**src/rtl/net_pkg.sv**
```systemverilog
// Shared definitions for the layered network datapath: sequencer state encoding and
// default layer-count sizing, reused by the RAM controller and the layer-select muxes.
package net_pkg;

  localparam int NET_MAX_LAYERS = 4;
  localparam int NET_LAYER_W    = 2;

  typedef enum logic [2:0] {
    S_IDLE    = 3'd0,
    S_LAUNCH  = 3'd1,
    S_WAIT    = 3'd2,
    S_ADVANCE = 3'd3,
    S_DONE    = 3'd4,
    S_ERR     = 3'd5
  } state_e;

endpackage

```
**src/rtl/layer_seq_watchdog.sv**
```systemverilog
// Wait-cycle watchdog for layer_sequencer: clears on i_clear, counts while i_enable,
// and flags the cycle in which the TIMEOUT_CYCLES-th enabled cycle is reached.
module layer_seq_watchdog #(
  parameter int TIMEOUT_CYCLES = 1024
) (
  input  logic clk,
  input  logic reset,
  input  logic i_clear,
  input  logic i_enable,
  output logic o_expired
);

  localparam int CNT_W = $clog2(TIMEOUT_CYCLES + 1);
  localparam logic [CNT_W-1:0] LIMIT    = CNT_W'(TIMEOUT_CYCLES);
  localparam logic [CNT_W-1:0] LIMIT_M1 = CNT_W'(TIMEOUT_CYCLES - 1);

  logic [CNT_W-1:0] r_count;

  always_ff @(posedge clk) begin
    if (reset) begin
      r_count <= '0;
    end else if (i_clear) begin
      r_count <= '0;
    end else if (i_enable && (r_count != LIMIT)) begin
      r_count <= r_count + 1'b1;
    end
  end

  // The current enabled cycle is the last one allowed when the count already holds limit-1.
  assign o_expired = i_enable && (r_count == LIMIT_M1);

endmodule

```
**src/rtl/layer_sequencer.sv**
```systemverilog
// Top-level layer sequencer: launches each layer of a run, waits for its done, reports completion.
// Optional wait watchdog with sticky error state is enabled by defining LAYER_SEQ_TIMEOUT_EN.
module layer_sequencer
  import net_pkg::*;
#(
  parameter int MAX_LAYERS     = NET_MAX_LAYERS,
  parameter int LAYER_W        = NET_LAYER_W,
  parameter int TIMEOUT_CYCLES = 1024
) (
  input  logic               clk,
  input  logic               reset,
  input  logic               start,
  input  logic [LAYER_W:0]   cfg_layers,
  input  logic               abort,
  input  logic               layer_done,
  output logic               layer_start,
  output logic [LAYER_W-1:0] layer_idx,
  output logic               last_layer,
  output logic               busy,
  output logic               net_done,
  output logic               error,
  output logic [2:0]         dbg_state
);

  // Handshake: layer_start is a one-cycle launch strobe with no ready; the controller answers
  // with layer_done, which is only looked at in WAIT, so a level left over from the previous
  // layer (or present during LAUNCH) is never taken as completion of the new one.

  localparam logic [LAYER_W:0] MAX_L = (LAYER_W + 1)'(MAX_LAYERS);

  state_e             r_state;
  logic [LAYER_W-1:0] r_idx;
  logic [LAYER_W:0]   r_run_layers;

  state_e             w_next_state;
  logic [LAYER_W-1:0] w_next_idx;
  logic [LAYER_W:0]   w_next_run;
  logic [LAYER_W:0]   w_cfg_clamped;
  logic               w_is_last;
  logic               w_wd_expired;

  if (MAX_LAYERS < 1 || (2 ** LAYER_W) < MAX_LAYERS || TIMEOUT_CYCLES < 1) begin : g_bad_params
    // Out-of-range parameters show up as this named block in the elaborated hierarchy.
  end

  assign w_cfg_clamped = (cfg_layers > MAX_L) ? MAX_L : cfg_layers;
  assign w_is_last     = ({1'b0, r_idx} == (r_run_layers - 1'b1));

`ifdef LAYER_SEQ_TIMEOUT_EN
  layer_seq_watchdog #(
    .TIMEOUT_CYCLES (TIMEOUT_CYCLES)
  ) u_watchdog (
    .clk       (clk),
    .reset     (reset),
    .i_clear   (r_state == S_LAUNCH),
    .i_enable  (r_state == S_WAIT),
    .o_expired (w_wd_expired)
  );
`else
  assign w_wd_expired = 1'b0;
`endif

  always_ff @(posedge clk) begin
    if (reset) begin
      r_state      <= S_IDLE;
      r_idx        <= '0;
      r_run_layers <= '0;
    end else begin
      r_state      <= w_next_state;
      r_idx        <= w_next_idx;
      r_run_layers <= w_next_run;
    end
  end

  always_comb begin
    w_next_state = r_state;
    w_next_idx   = r_idx;
    w_next_run   = r_run_layers;
    // ERR is sticky: only a new start or reset leaves it, so abort does not apply there.
    if (abort && (r_state != S_IDLE) && (r_state != S_ERR)) begin
      w_next_state = S_IDLE;
      w_next_idx   = '0;
    end else begin
      case (r_state)
`ifdef LAYER_SEQ_TIMEOUT_EN
        S_IDLE, S_ERR: begin
`else
        S_IDLE: begin
`endif
          if (start) begin
            w_next_run   = w_cfg_clamped;
            w_next_idx   = '0;
            w_next_state = (w_cfg_clamped == '0) ? S_DONE : S_LAUNCH;
          end
        end
        S_LAUNCH: w_next_state = S_WAIT;
        S_WAIT: begin
          if (layer_done) begin
            w_next_state = S_ADVANCE;
          end else if (w_wd_expired) begin
            w_next_state = S_ERR;
          end
        end
        S_ADVANCE: begin
          if (w_is_last) begin
            w_next_state = S_DONE;
          end else begin
            w_next_idx   = r_idx + 1'b1;
            w_next_state = S_LAUNCH;
          end
        end
        S_DONE: begin
          w_next_idx   = '0;
          w_next_state = S_IDLE;
        end
        default: begin
          w_next_idx   = '0;
          w_next_state = S_IDLE;
        end
      endcase
    end
  end

  assign layer_start = (r_state == S_LAUNCH);
  assign layer_idx   = r_idx;
  assign busy        = (r_state != S_IDLE) && (r_state != S_ERR);
  assign last_layer  = busy && w_is_last;
  assign net_done    = (r_state == S_DONE);
  assign dbg_state   = r_state;
`ifdef LAYER_SEQ_TIMEOUT_EN
  assign error       = (r_state == S_ERR);
`else
  assign error       = 1'b0;
`endif

endmodule

```
**config.mk**
```make
export PLATFORM = sky130hd
export DESIGN_NAME = layer_sequencer
export DESIGN_NICKNAME = d
export VERILOG_FILES = /design/src/rtl/net_pkg.sv /design/src/rtl/layer_seq_watchdog.sv /design/src/rtl/layer_sequencer.sv
export SDC_FILE = /design/constraint.sdc
export NUM_CORES = 1
export LEC_CHECK = 0
export CAP_MARGIN = 0
export CORE_AREA = 2 2 39 41
export CTS_BUF_LIST = sky130_fd_sc_hd__clkbuf_8
export CTS_CLUSTER_SIZE = 12
export DETAILED_ROUTE_END_ITERATION = 6
export DIE_AREA = 0 0 41 43
export PLACE_DENSITY = 0.67
export SLEW_MARGIN = 10
export SYNTH_ARGS = -nofsm -noshare
export SYNTH_HDL_FRONTEND = slang
export SYNTH_HIERARCHICAL = 1
export SYNTH_SLANG_ARGS = --single-unit
```
**constraint.sdc**
```tcl
create_clock -name clk -period 2 [get_ports clk]
set_input_delay 0.5 -clock clk [delete_from_list [all_inputs] [get_ports clk]]
set_output_delay 0.5 -clock clk [all_outputs]
set_load 0.01 [all_outputs]
```
==> After elaboration in Yosys (flattened, before gate mapping) <==
Cells that the tools add are included.
Widths: inputs -> output; s select.
{ "totals": {"ff_bits": 8, "latchBits": 0, "mem_bits_rw": 0, "romBits": 0, "memories": 0} }
{ "classes": {"add_sub_neg": 2, "n_mul": 0, "div": 0, "magnitude_cmp": 1, "n_eq_ne": 9, "shift": 0, "muxes": 9, "n_bitwise": 2, "n_reduce_logical": 12} }
{ "op_table": {"columns": ["cell", "n"], "rows": [
  ["$mux 3", 5],
  ["$pmux 3 s4", 1],
  ["$eq 3x2->1 const B", 2],
  ["$logic_not 3->1", 2],
  ["$ne 2x2->1 const B", 3],
  ["$pmux 2 s3", 1],
  ["$reduce_and 3->1", 2],
  ["$logic_and 1x1->1", 4],
  ["$mux 2", 2],
  ["$reduce_or 2->1", 2],
  ["$eq 2x3->1", 1],
  ["$eq 3x1->1 const B", 1],
  ["$eq 3x3->1 const B", 1],
  ["$gt 3x3->1 const B", 1],
  ["$ne 3x3->1 const B", 1],
  ["$reduce_bool 3->1", 1],
  ["$sub 3x1->3 const B", 1],
  ["$add 2x1->2 const B", 1],
  ["$not 1->1", 2],
  ["$reduce_and 2->1", 1]
]} }

==> Longest topological paths before layout <==
{ "depth": {"ltp_word": 6, "depth_mapped": 6, "depth_no_buf": 6} }

==> Worst setup path after synthesis <==
OpenSTA, ideal clock, no wires.
{ "synth_timing": {"kind": "register -> output", "from": "register r_run_layers[0]", "to": "output last_layer", "arrival_ns": 1.176, "required_time_ns": 1.500, "setup_slack_ns": 0.324, "stages_incl_launch_ff": 6, "path_cell_list": "dfxtp_1 -> inv_1 -> ha_1 -> xor2_1 -> nand3_2 -> nor2b_1"} }
{ "synth_between": {"elab_chain_cells": 3} }
{ "synth_rtl": {"columns": ["item", "line_no", "source"], "rows": [
  ["from (decl)", "layer_sequencer.sv:33", "logic [LAYER_W:0] r_run_layers;"],
  ["from (signal assigned)", "layer_sequencer.sv:71", "r_run_layers <= w_next_run;"],
  ["$sub 3x1->3", "layer_sequencer.sv:47", "assign w_is_last = ({1'b0, r_idx} == (r_run_layers - 1'b1));"],
  ["$eq 2x3->1", "layer_sequencer.sv:47", null],
  ["$logic_and 1x1->1", "layer_sequencer.sv:127", "assign last_layer = busy && w_is_last;"],
  ["to (decl)", "layer_sequencer.sv:18", "output logic last_layer,"]
]} }
No other way between the ends.

==> Final worst setup path <==
Ends and elaborated chain as after synthesis.

==> results.md <==
* PD cells at 630.2 mW/mm^2
* HP Class: flop to flop
* Drt total wl at 1216 um
* Startpoint types: flop
* Final setup viols at 0
* Clk sinks at 8
* Global placement routability congestion at 0.8317
* Root buffer cell: clkbuf_8
* CTS H-Tree Depth at 1
* Drt wl/cell at 11.81 um
* Slew Limit Fails at 0
* Worst hold path stage count at 2
* Via Count at 524
* Num rows at 14
* Yosys reg bits at 8
* Fin crit share at 95.72%
* Setup TNS at 0 ns
* Commonest non-fill, non-tap cell in the layout: clkdlybuf4s50_1
* Most frequent cells in the layout: clkdlybuf4s50_1, dfxtp_1, buf_4
* Net count after synthesis at 73
* Final nets at 98
* Core Area at 0.001384 mm^2
* Final hold violations at 0
* Netlist Area Pre-Place at 504.2 um^2
* Wire length of the first global-routing pass at 1938 um
* Critical Path RT at 1.50 ns
* Post-Place Cells at 100
* Max cap viols at 0
* CTS max path bufs at 2
* Die area at 0.001763 mm^2
* Mean Syn Cell Area at 7.879 um^2
* Largest family of logic cells by synthesized area: simple AND/OR/NAND/NOR gates
* Worst Setup SP: r_run_layers[0]
* Post-Synthesis Cells at 64
* Status: completed
* Hold path start: r_run_layers[1]
* RSZ-0062 raised after global routing: false
* Ys Warns at 6
* CTS tree: done
* ANT nets after route at 0
* Netlist cell types at 30
* DR vias/cell at 5.087
* Cell accounting for the most synthesized area: dfxtp_1
* Antenna violations before repair at 0
* CTS Buf Count at 3
* Pwr Total at 477.8 uW
* Vias in the first global route at 477
* Final Non-Filler Cells at 103
* I/O pins at 18
* Share of layout cells above drive strength 1 at 19.54%
* Clk_lat worst skew at 0.23 ns
* R2r startpoint: r_run_layers[0]
* Clk slew on worst S/H paths at 0.04 ns
* CP Max Fanout at 2
* Total gr overflow at 0
* Layout Skew at 0.003102 ns
* Overall Global Routing Usage at 16.88%
* Crit path DAT at 1.41 ns
* Pleak at 0.0003152 uW
* Hold WS at 0.4716 ns
* Synth Area in Simple Gates at 31.02%
* WS Path Type: flop to output pin
* R2R cell count at 7
* Post-synthesis mux area share at 0%
* Drc violations at 0
* Critical Path Sink Type: output pin
* Detail Placement HPWL at 902.5 um
* Initial Util at 36.44%
* Sequential fraction of the synthesis area at 31.76%
* Die Span Y at 43 um
* Min Tclk post-route at 1.914 ns
* Layout area overhead at 50.37%
* TritonRoute pass-1 iters at 4
* Post-synthesis compound-gate area fraction at 17.62%
* Adder-Cell Fraction of Synth Area at 2.481%
* VDD IR-drop max at 0.4364 mV
* Synth area leaders: dfxtp_1, a21oi_1, xnor2_1
* Synth Area in XOR/XNOR at 8.685%
* Iteration-0 DRC count of the detailed router at 8
* Largest net degree at the start of global routing at 12
* Antenna Cells at 0
* FMAX at 0.5223 GHz
* Die W at 41 um
* Area share of the largest cell type after synthesis at 31.76%
* Final core occ at 54.79%
* Port Buffer Count at 16
-- Yosys cell counts --
library cell	number
a22oi_1	1
nor4_1	2
a31o_2	1
inv_1	4
nand2b_1	2
or4_4	1
buf_4	2
nor2_1	5
a211o_1	1
nand4b_1	1
a21oi_1	6
nor2b_1	1
nand2_1	4
nor2_2	1
nand3b_1	2
nor3_1	1
xnor2_1	3
nand3_1	2
clkbuf_1	1
o21ai_0	5
nor3b_1	1
or3b_4	1
dfxtp_1	8
xor2_1	2
buf_2	1
nand4_1	1
conb_1	1
o22a_1	1
ha_1	1
nand3_2	1
-- final timing paths --
kind | end | slack [ns]
max | last_layer | 0.09
min | r_run_layers[1] | 0.47
max reg2reg | layer_idx[0] | 0.51
min reg2reg | r_run_layers[1] | 0.47
-- logic make-up after synthesis --
| kind of cell | Yosys count |
|---|---|
| AOI/OAI and AO/OA | 15 |
| xor gates and xnor gates | 5 |
| adders and majority gates | 1 |
| buffers and inverters | 8 |
| DFF | 8 |
| other | 1 |
| and+or+nand+nor | 26 |
-- layer usage --
metal | wire (um) | global-route usage, % | vias up
li1 | - | - | 268
met1 | 546 | 21.61 | 233
met2 | 531 | 20.94 | 16
met3 | 75 | 5.236 | 7
met4 | 63 | 16.00 | 0
met5 | 0 | 0 | -
-- layout make-up --
| cell class | count | area, um^2 |
|---|---|---|
| Multi-Input combinational cell | 48 | 305.3 |
| Tap cell | 16 | 20.02 |
| Timing Repair Buffer | 24 | 216.5 |
| Sequential cell | 8 | 160.2 |
| Fill cell | 145 | 625.6 |
| Inverter | 4 | 15.01 |
| Clock buffer | 3 | 41.29 |
-- flip-flops by register name, indices dropped and copies added, names as in the netlist --
name,flops
r_run_layers,3
layer_idx,2
dbg_state,3
-- power breakdown --
group	switching (uW)	total [uW]	leakage (uW)	internal, uW
combinational	47.9	107	0.000229	59.2
clock	67.4	198	0.0000216	131
sequential	5.42	173	0.0000651	167
-- timing repair --
| action | 4_1_cts | 5_1_grt |
|---|---|---|
| gates resized for setup | 5 | 1 |
| hold endpoints to repair | 0 | 0 |
| buffers inserted | 0 | 0 |
| gates cloned | 0 | 0 |
| endpoints found under the setup margin | 2 | 1 |
| hold buffers | 0 | 0 |
| pin swaps | 1 | 0 |
-- metrics by stage --
step,cell area [um^2],setup slack [ns]
6_report,758.2,0.08557
5_1_grt,758.2,0.01508
4_1_cts,755.7,0.05070
3_5_place_dp,720.7,-0.06045
3_3_place_gp,720.7,-0.05190
2_1_floorplan,504.2,0.3237
-- critical path, cell delays in order, from the launching register on --
cell and delay (ns):
dfxtp_1 0.32, inv_1 0.04, ha_1 0.29, xor2_1 0.18, nand3_2 0.11, nor2b_1 0.11
buf_2 0.13
No activity file was read; power rests on OpenSTA's default activity.
